[src/rtl/cpu_pkg.sv]
// Shared definitions for the 16-bit multi-cycle CPU: opcodes, control-unit states and
// datapath mux/ALU encodings.
package cpu_pkg;

  localparam logic [5:0] OP_RTYPE = 6'b000000;
  localparam logic [5:0] OP_LW    = 6'b100011;
  localparam logic [5:0] OP_SW    = 6'b101011;
  localparam logic [5:0] OP_BEQ   = 6'b000100;
  localparam logic [5:0] OP_J     = 6'b000010;
  localparam logic [5:0] OP_ADDI  = 6'b001000;
  localparam logic [5:0] OP_HALT  = 6'b111111;

  typedef enum logic [3:0] {
    StFetch    = 4'd0,
    StDecode   = 4'd1,
    StMemAddr  = 4'd2,
    StMemRead  = 4'd3,
    StMemWb    = 4'd4,
    StMemWrite = 4'd5,
    StRtExec   = 4'd6,
    StRtWb     = 4'd7,
    StBranch   = 4'd8,
    StJump     = 4'd9,
    StAddiEx   = 4'd10,
    StAddiWb   = 4'd11,
    StHalt     = 4'd15
  } state_e;

  localparam logic [1:0] ALUOP_ADD   = 2'b00;
  localparam logic [1:0] ALUOP_SUB   = 2'b01;
  localparam logic [1:0] ALUOP_FUNCT = 2'b10;

  localparam logic [1:0] PCSRC_ALU    = 2'b00;
  localparam logic [1:0] PCSRC_ALUOUT = 2'b01;
  localparam logic [1:0] PCSRC_JUMP   = 2'b10;

  localparam logic [1:0] SRCB_B     = 2'b00;
  localparam logic [1:0] SRCB_ONE   = 2'b01;
  localparam logic [1:0] SRCB_IMM   = 2'b10;
  localparam logic [1:0] SRCB_SHIMM = 2'b11;

endpackage

[src/rtl/cu_multicycle.sv]
// Multi-cycle control unit: sequences the shared ALU/memory datapath through
// fetch/decode/execute/mem/write-back, stalling on mem_ready.
module cu_multicycle
  import cpu_pkg::*;
#(
  parameter int unsigned OPW = 6
) (
  input  logic           clock,
  input  logic           reset,
  input  logic [OPW-1:0] opcode,
  input  logic           mem_ready,
  output logic           PCWrite,
  output logic           PCWriteCond,
  output logic           IorD,
  output logic           MemRead,
  output logic           MemWrite,
  output logic           IRWrite,
  output logic           MemToReg,
  output logic           RegDst,
  output logic           RegWrite,
  output logic           ALUSrcA,
  output logic [1:0]     ALUSrcB,
  output logic [1:0]     ALUOp,
  output logic [1:0]     PCSource,
  output logic           illegal_op,
  output logic           halted,
  output logic [3:0]     state
);

  state_e state_q, state_d;

  always_ff @(posedge clock) begin
    if (reset) begin
      state_q <= StFetch;
    end else begin
      state_q <= state_d;
    end
  end

  // Reset forces every output low in the same cycle, not just after the edge.
  assign state = reset ? 4'd0 : state_q;

  always_comb begin
    state_d     = StFetch;
    PCWrite     = 1'b0;
    PCWriteCond = 1'b0;
    IorD        = 1'b0;
    MemRead     = 1'b0;
    MemWrite    = 1'b0;
    IRWrite     = 1'b0;
    MemToReg    = 1'b0;
    RegDst      = 1'b0;
    RegWrite    = 1'b0;
    ALUSrcA     = 1'b0;
    ALUSrcB     = SRCB_B;
    ALUOp       = ALUOP_ADD;
    PCSource    = PCSRC_ALU;
    illegal_op  = 1'b0;
    halted      = 1'b0;
    if (!reset) begin
      case (state_q)
        StFetch: begin
          MemRead = 1'b1;
          ALUSrcB = SRCB_ONE;
          PCWrite = mem_ready;
          IRWrite = mem_ready;
          state_d = mem_ready ? StDecode : StFetch;
        end
        StDecode: begin
          ALUSrcB = SRCB_SHIMM;
          case (opcode)
            OPW'(OP_RTYPE):          state_d = StRtExec;
            OPW'(OP_LW), OPW'(OP_SW): state_d = StMemAddr;
            OPW'(OP_BEQ):            state_d = StBranch;
            OPW'(OP_J):              state_d = StJump;
            OPW'(OP_ADDI):           state_d = StAddiEx;
            OPW'(OP_HALT):           state_d = StHalt;
            default: begin
              illegal_op = 1'b1;
              state_d    = StFetch;
            end
          endcase
        end
        StMemAddr: begin
          ALUSrcA = 1'b1;
          ALUSrcB = SRCB_IMM;
          state_d = (opcode == OPW'(OP_LW)) ? StMemRead : StMemWrite;
        end
        StMemRead: begin
          MemRead = 1'b1;
          IorD    = 1'b1;
          state_d = mem_ready ? StMemWb : StMemRead;
        end
        StMemWb: begin
          RegWrite = 1'b1;
          MemToReg = 1'b1;
        end
        StMemWrite: begin
          MemWrite = 1'b1;
          IorD     = 1'b1;
          state_d  = mem_ready ? StFetch : StMemWrite;
        end
        StRtExec: begin
          ALUSrcA = 1'b1;
          ALUOp   = ALUOP_FUNCT;
          state_d = StRtWb;
        end
        StRtWb: begin
          RegWrite = 1'b1;
          RegDst   = 1'b1;
        end
        StBranch: begin
          ALUSrcA     = 1'b1;
          ALUOp       = ALUOP_SUB;
          PCWriteCond = 1'b1;
          PCSource    = PCSRC_ALUOUT;
        end
        StJump: begin
          PCWrite  = 1'b1;
          PCSource = PCSRC_JUMP;
        end
        StAddiEx: begin
          ALUSrcA = 1'b1;
          ALUSrcB = SRCB_IMM;
          state_d = StAddiWb;
        end
        StAddiWb: begin
          RegWrite = 1'b1;
        end
        StHalt: begin
          halted  = 1'b1;
          state_d = StHalt;
        end
        default: state_d = StFetch;
      endcase
    end
  end

endmodule

[config.mk]
export PLATFORM = sky130hd
export DESIGN_NAME = cu_multicycle
export DESIGN_NICKNAME = d
export VERILOG_FILES = /design/src/rtl/cpu_pkg.sv /design/src/rtl/cu_multicycle.sv
export SDC_FILE = /design/constraint.sdc
export NUM_CORES = 1
export LEC_CHECK = 0
export ABC_AREA = 1
export BUFFER_PORTS_ARGS = -buffer_cell sky130_fd_sc_hd__buf_2
export CAP_MARGIN = 25
export CORE_AREA = 2 2 39 41
export DETAILED_ROUTE_END_ITERATION = 7
export DIE_AREA = 0 0 41 43
export HOLD_SLACK_MARGIN = 0.03
export PLACE_DENSITY = 0.9
export RECOVER_POWER = 100
export SYNTH_ARGS = -nofsm -noshare
export SYNTH_HDL_FRONTEND = slang
export SYNTH_SLANG_ARGS = --single-unit
export TNS_END_PERCENT = 50
[constraint.sdc]
create_clock -name clock -period 3.8 [get_ports clock]
set_clock_uncertainty 0.15 [all_clocks]
set_input_delay 0.76 -clock clock [delete_from_list [all_inputs] [get_ports clock]]
set_output_delay 0.76 -clock clock [all_outputs]
set_load 0.05 [all_outputs]
* Word level (Yosys, flattened, before mapping) *
Cells that the tools add are included.

operators by class
  multiplexer cells = 38
  equal/unequal tests = 18
  reductions and logical operators = 9

operators with widths
  kind                                            number
  case mux 4 bit (8 select lines)                 1
  2-to-1 mux 1 bit                                25
  case mux 4 bit (6 select lines)                 1
  == test 4 bit (second input constant)           5
  == test 6 bit (second input constant)           3
  == test 4 x 3 -> 1 bit (second input constant)  4
  2-to-1 mux 3 bit                                3
  == test 4 x 2 -> 1 bit (second input constant)  2
  case mux 2 bit (2 select lines)                 2
  OR reduction 2 bit                              4
  OR reduction 7 bit                              1
  == test 6 x 2 -> 1 bit (second input constant)  1
  == test 6 x 3 -> 1 bit (second input constant)  1
  == test 6 x 4 -> 1 bit (second input constant)  1
  logical NOT 6 bit                               1
  2-to-1 mux 2 bit                                3
  case mux 2 bit (3 select lines)                 1
  == test 4 x 1 -> 1 bit (second input constant)  1
  logical NOT 4 bit                               1
  2-to-1 mux 4 bit                                1
  OR reduction 4 bit                              1
  OR reduction 3 bit                              1
  case mux 1 bit (2 select lines)                 1

word-level totals
  word-level logic and storage cells = 66
  bits of input ports = 9
  output and inout bits = 22
  register bits = 4

* Logic depth before layout (Yosys ltp) *
Gate-level depths: netlist (run 1).

  word-level depth = 5
  depth in mapped cells = 9
  mapped depth without buffers = 9

* Worst setup path before layout (run 1) *
OpenSTA, ideal clock, no wires.

  kind = input-to-output
  start point = input port reset
  end point = output port RegWrite
  path slack = 0.085 ns
  required time = 2.890 ns
  buffers on the path = 0
  cell stages on the path = 3
  data arrival time = 2.805 ns
  cells stage by stage = nor4_1 -> nor2_1 -> nand2_1

between the ends
  longest elaborated chain between the ends = 1

RTL lines
  what              line                 text
  from (decl)       cu_multicycle.sv:9   input logic reset,
  2-to-1 mux 1 bit  cu_multicycle.sv:60  if (!reset) begin
  to (decl)         cu_multicycle.sv:20  output logic RegWrite,

Every way passes these cells.

* Final worst setup path (run 1) *
Same ends and word-level chain as after synthesis.

==> impl_metrics.ini, run 1 <==
[outcome]
status = finished clean

[sta]
maxSlewHeadroom_pct = 44.6
post-route-period-util_pct = 80.8
tns_ns = 0
finalWorstSetupSlack_ns = 0.731
grt_setup_unrepaired = false
min_period_ns = 3.07
setup_violations = 0
drv_slew = 0
hold_viol = 0
max_slew.worst_pin.slew_ns = 0.831
max_freq_mhz = 326

[critical_path]
startpoint_type = primary input
crit_fanout = 23
worstSetupEndpoint = RegWrite
endpoint_kind = output pin
rr_startpoint = state_q[3]
reg2regPathDepth = 9
worstPathArrival_ns = 2.16
reg2reg_to = state_q[1]
cp.required_ns = 2.89
crit_type = primary input to output pin
r2r_slack_ns = 2.38
crit_path_start = reset

[global_route]
globalRoute.totalOverflow = 0
use_met1_pct = 18.7
grt_max_degree = 24
grt.total_usage_pct = 17.3
antenna_found_initial = 0
grtUsageMet3_pct = 4.71
grt_pass1_vias = 602
grt_pass1_wl_mm = 2.21
grt.busiest_layer = met2
met2_usage_pct = 31.9

[route]
drt_iter0_drc = 7
wire_per_inst_um = 8.81
num_vias = 802
vias_per_cell = 4.77
ant_nets = 0
drt-pass1-iter-count = 4
remaining_drc_errors = 0
drt-total-wl_mm = 1.48

[cts]
htree_levels = 1
cts_tree = yes
postCtsSetupBuffers = 0
clock_path_buffers = 2
ctsResizeCount = 0
numCtsBuffers = 3
clk_pin_slew_ns = 0.03
clk_latency_ns = 0.23
cts_sinks = 4
cts-root-buf = clkbuf_4
hold_buffers = 0

[power]
internal-power_mw = 0.0898
power.total_mw = 0.145
clkPwrFrac_pct = 34.7
power_frac_seq_pct = 31.1
combPwrFrac_pct = 34.2
p_leak_nw = 0.411
vdd_drop_max_uv = 125
switching_share_pct = 38.1
switchingPower_mw = 0.0554
power_density_nw_per_um2 = 198

[synthesis]
synth.area.top_cells = nand2_1, nor2_1, dfxtp_1
syn-num-nets = 131
syn-mean-instance-area_um2 = 4.81
netlist_area_um2 = 587
synth_top_cell_by_area = nand2_1
yosysSeqAreaShare_pct = 13.6
synth_top_area_share_pct = 23.0
ys_ff_latch = 4
syn_inst = 122
ys_warn_count = 0
yosys.cell_types.count = 19

[die]
initial_utilization_pct = 42.4
core_area_um2 = 1380
rows = 14
ios = 31
die_w_um = 41
dieArea_um2 = 1760
die_h_um = 43

[cells_and_area]
n_antenna_cell = 0
syn_to_final_growth_pct = 25.2
largest_reg_flops = 4
drive_above_1_share_pct = 11.8
reg_top3 = state_q x4
top_register = state_q
nets = 163

[place]
place_hpwl_mm = 1.26
pre_cts_ws_ns = 1.17
gp_congestion = 0.830
port_buffers = 30

[hold_path]
hp-class = flip-flop to flip-flop

[run]
maxCapViolations = 0
==> cell usage after synthesis, drive strengths merged <==
master  instances
a31oi           1
nand2          38
buf             3
nor3            2
nor4            2
nor2           37
nand4           1
inv            20
a21oi           5
nand3           9
dfxtp           4
==> routing by layer <==
layer | part of all wire [%] | vias up
li1 | - | 432
met1 | 44 | 346
met2 | 49 | 24
met3 | 6.6 | 0
met4 | 0 | 0
met5 | 0 | -
==> critical path, cell delays in order <==
cell	delay, ns
clkbuf_1	0.34
nor4_1	0.45
nor2_1	0.07
nand2_1	0.07
clkbuf_1	0.47
==> cell families (layout without fill, tap and decap cells) <==
group                  count (synthesis)  in the layout  share of synthesized area, %
and+or+nand+nor                       89             89                          65.5
buffers and inverters                 23             53                          15.6
AOI/OAI and AO/OA                      6              6                          5.33
DFF                                    4              4                          13.6
==> power groups by stage <==
stage	logic, mW	clock network (mW)	registers, mW
floorplan	0.0374	0	0.0455
global placement	0.0497	0	0.0457
detailed placement	0.0510	0	0.0458
CTS	0.0513	0.0522	0.0452
global route	0.0550	0.0583	0.0452
finish	0.0496	0.0504	0.0452
==> through the flow <==
stage                     area [µm²]  hold WS (ns)  cells  utilization, %
final                            734         0.496    168            53.1
after global routing             734         0.563    168            53.1
after CTS                        763         0.497    168            55.2
after detailed placement         741         0.491    165            53.5
after global placement           741         0.486    165            53.5
after floorplan                  587         0.448    122               -
==> cell type report <==
class                      count  area [µm²]
inverter                      20        75.1
multi-input combinational     95         415
timing repair buffer          30         121
fill                         167         649
tap                           16        20.0
clock buffer                   3        22.5
sequential                     4        80.1
==> worst min path at each step <==
stage	depth (start not counted)	to	slack (ns)	startpoint
after floorplan	4	state_q[3]	0.45	state_q[3]
after global placement	4	state_q[3]	0.49	state_q[3]
after detailed placement	4	state_q[3]	0.49	state_q[3]
after CTS	4	state_q[3]	0.50	state_q[3]
after global routing	4	state_q[3]	0.56	state_q[3]
final	4	state_q[3]	0.50	state_q[3]
==> cells in the final DEF (no fill, tap or decap), types with 2 or more instances in the layout <==
master and count:
nor2_1 34, buf_2 7, dfxtp_1 4, nor2_2 2, nand3_1 8, nor3_1 2, inv_1 19, a21oi_1 5
nand2_1 36, clkbuf_1 23, clkbuf_4 3, nand2_2 2
Note: power is estimated with default switching activity, not from simulation.
==> run 2: changes to the inputs <==
Settings changed: CORE_AREA 2 2 39 41 to default, CORE_MARGIN from default to 2, CORE_UTILIZATION from default to 39, DIE_AREA 0 0 41 43 to default, PLACE_DENSITY 0.9 to 0.85.
Clock period 3.8 ns to 2.75 ns, I/O delays scaled along.
==> impl_metrics.ini, run 2 (synthesis gave the netlist of run 1 again) <==
[critical_path]
startpoint_type = flip-flop
endpoint_kind = output pin
cp.required_ns = 2.05
crit_fanout = 4
worstPathArrival_ns = 1.73
r2r_slack_ns = 1.25
reg2reg_to = state_q[1]
reg2regPathDepth = 9
rr_startpoint = state_q[3]
crit_type = flip-flop to output pin
crit_path_start = state_q[3]
worstSetupEndpoint = ALUSrcA

[cells_and_area]
top_register = state_q
fillers = 149
nets = 163
drive_above_1_share_pct = 15.1
syn_to_final_growth_pct = 27.3
seqCellArea_um2 = 80.1
n_antenna_cell = 0
mostFrequentLayoutCells = nand2_1, nor2_1, inv_1, clkbuf_1, buf_2
largest_reg_flops = 4
multi_input_area_um2 = 424
final_common_cell = nand2_1
reg_top3 = state_q x4

[sta]
post-route-period-util_pct = 88.3
drv_slew = 0
setup_violations = 0
tns_ns = 0
min_period_ns = 2.43
max_slew.worst_pin.slew_ns = 0.601
maxSlewHeadroom_pct = 60.1
holdWs_ns = 0.514
grt_setup_unrepaired = false
hold_viol = 0
max_freq_mhz = 412

[cts]
cts_sinks = 4
clock_path_buffers = 2
htree_levels = 1
numCtsBuffers = 3
cts-root-buf = clkbuf_4
postCtsSetupBuffers = 0
clk_latency_ns = 0.23
hold_buffers = 0
cts_tree = yes
clk_pin_slew_ns = 0.03
ctsResizeCount = 0

[die]
dieArea_um2 = 1830
die_h_um = 42.8
die_w_um = 42.8
core_area_um2 = 1350
rows = 13
ios = 31
initial_utilization_pct = 43.5

[global_route]
grt_pass1_vias = 676
grt_pass1_wl_mm = 2.60
grt_max_degree = 24
antenna_found_initial = 0
globalRoute.totalOverflow = 0
grt.total_usage_pct = 18.0

[outcome]
status = finished clean

[hold_path]
hp-class = flip-flop to flip-flop

[power]
p_leak_nw = 0.424
vdd_drop_max_uv = 147
power_density_nw_per_um2 = 270

[place]
port_buffers = 30
place_hpwl_mm = 1.29
gp_congestion = 0.819

[route]
remaining_drc_errors = 0
num_vias = 853
wire_per_inst_um = 9.62
drt_iter0_drc = 20
vias_per_cell = 5.11
ant_nets = 0
drt-total-wl_mm = 1.61
drt-pass1-iter-count = 5

[run]
maxCapViolations = 0
==> run 2: cell type report <==
| class | count | area share (%) |
|---|---|---|
| inverters | 20 | 10.1 |
| repair buffers | 30 | 16.9 |
| clock buffers | 3 | 3.02 |
| well taps | 15 | 2.51 |
| flip-flops and latches | 4 | 10.7 |
| multi-input cells | 95 | 56.8 |
==> run 2: layer usage <==
layer  global-route usage, %  up-vias  wire [µm]
li1                        -      434          -
met5                       0        -          0
met2                    28.8       34        752
met4                    8.75        0         29
met3                    2.98        6        109
met1                    23.2      379        716
==> run 2: how the worst min path moves through the flow <==
stage / start / endpoint / slack [ns] / cells past startpoint
finish: state_q[3] / state_q[3] / 0.51 / 4
global route: state_q[3] / state_q[3] / 0.57 / 4
CTS: state_q[3] / state_q[3] / 0.51 / 4
detailed placement: state_q[3] / state_q[3] / 0.51 / 4
global placement: state_q[3] / state_q[3] / 0.50 / 4
floorplan: state_q[3] / state_q[3] / 0.45 / 4
==> run 2: worst max-delay path, cell delays in order, from the launching register on <==
cell and delay, ns:
dfxtp_1 0.37, inv_1 0.10, nor2_1 0.22, nand2_1 0.14, a31oi_1 0.18, clkbuf_1 0.49
==> run 2: where the power goes <==
group | switching (mW) | total [mW] | leakage (nW) | internal (mW)
Sequential | 0.00285 | 0.0626 | 0.0325 | 0.0598
Combinational | 0.0537 | 0.0703 | 0.377 | 0.0166
Clock | 0.0203 | 0.0688 | 0.0138 | 0.0485
==> run 2: stage by stage <==
| stage | std cells | utilization [%] | total power [mW] | cell area (µm²) | setup slack (ns) |
|---|---|---|---|---|---|
| floorplan | 122 | - | 0.115 | 598 | 0.0822 |
| global placement | 164 | 55.6 | 0.133 | 751 | 0.578 |
| detailed placement | 164 | 55.6 | 0.135 | 751 | 0.544 |
| CTS | 167 | 57.3 | 0.208 | 773 | 0.370 |
| global route | 167 | 55.3 | 0.223 | 747 | 0.168 |
| finish | 167 | 55.3 | 0.202 | 747 | 0.322 |
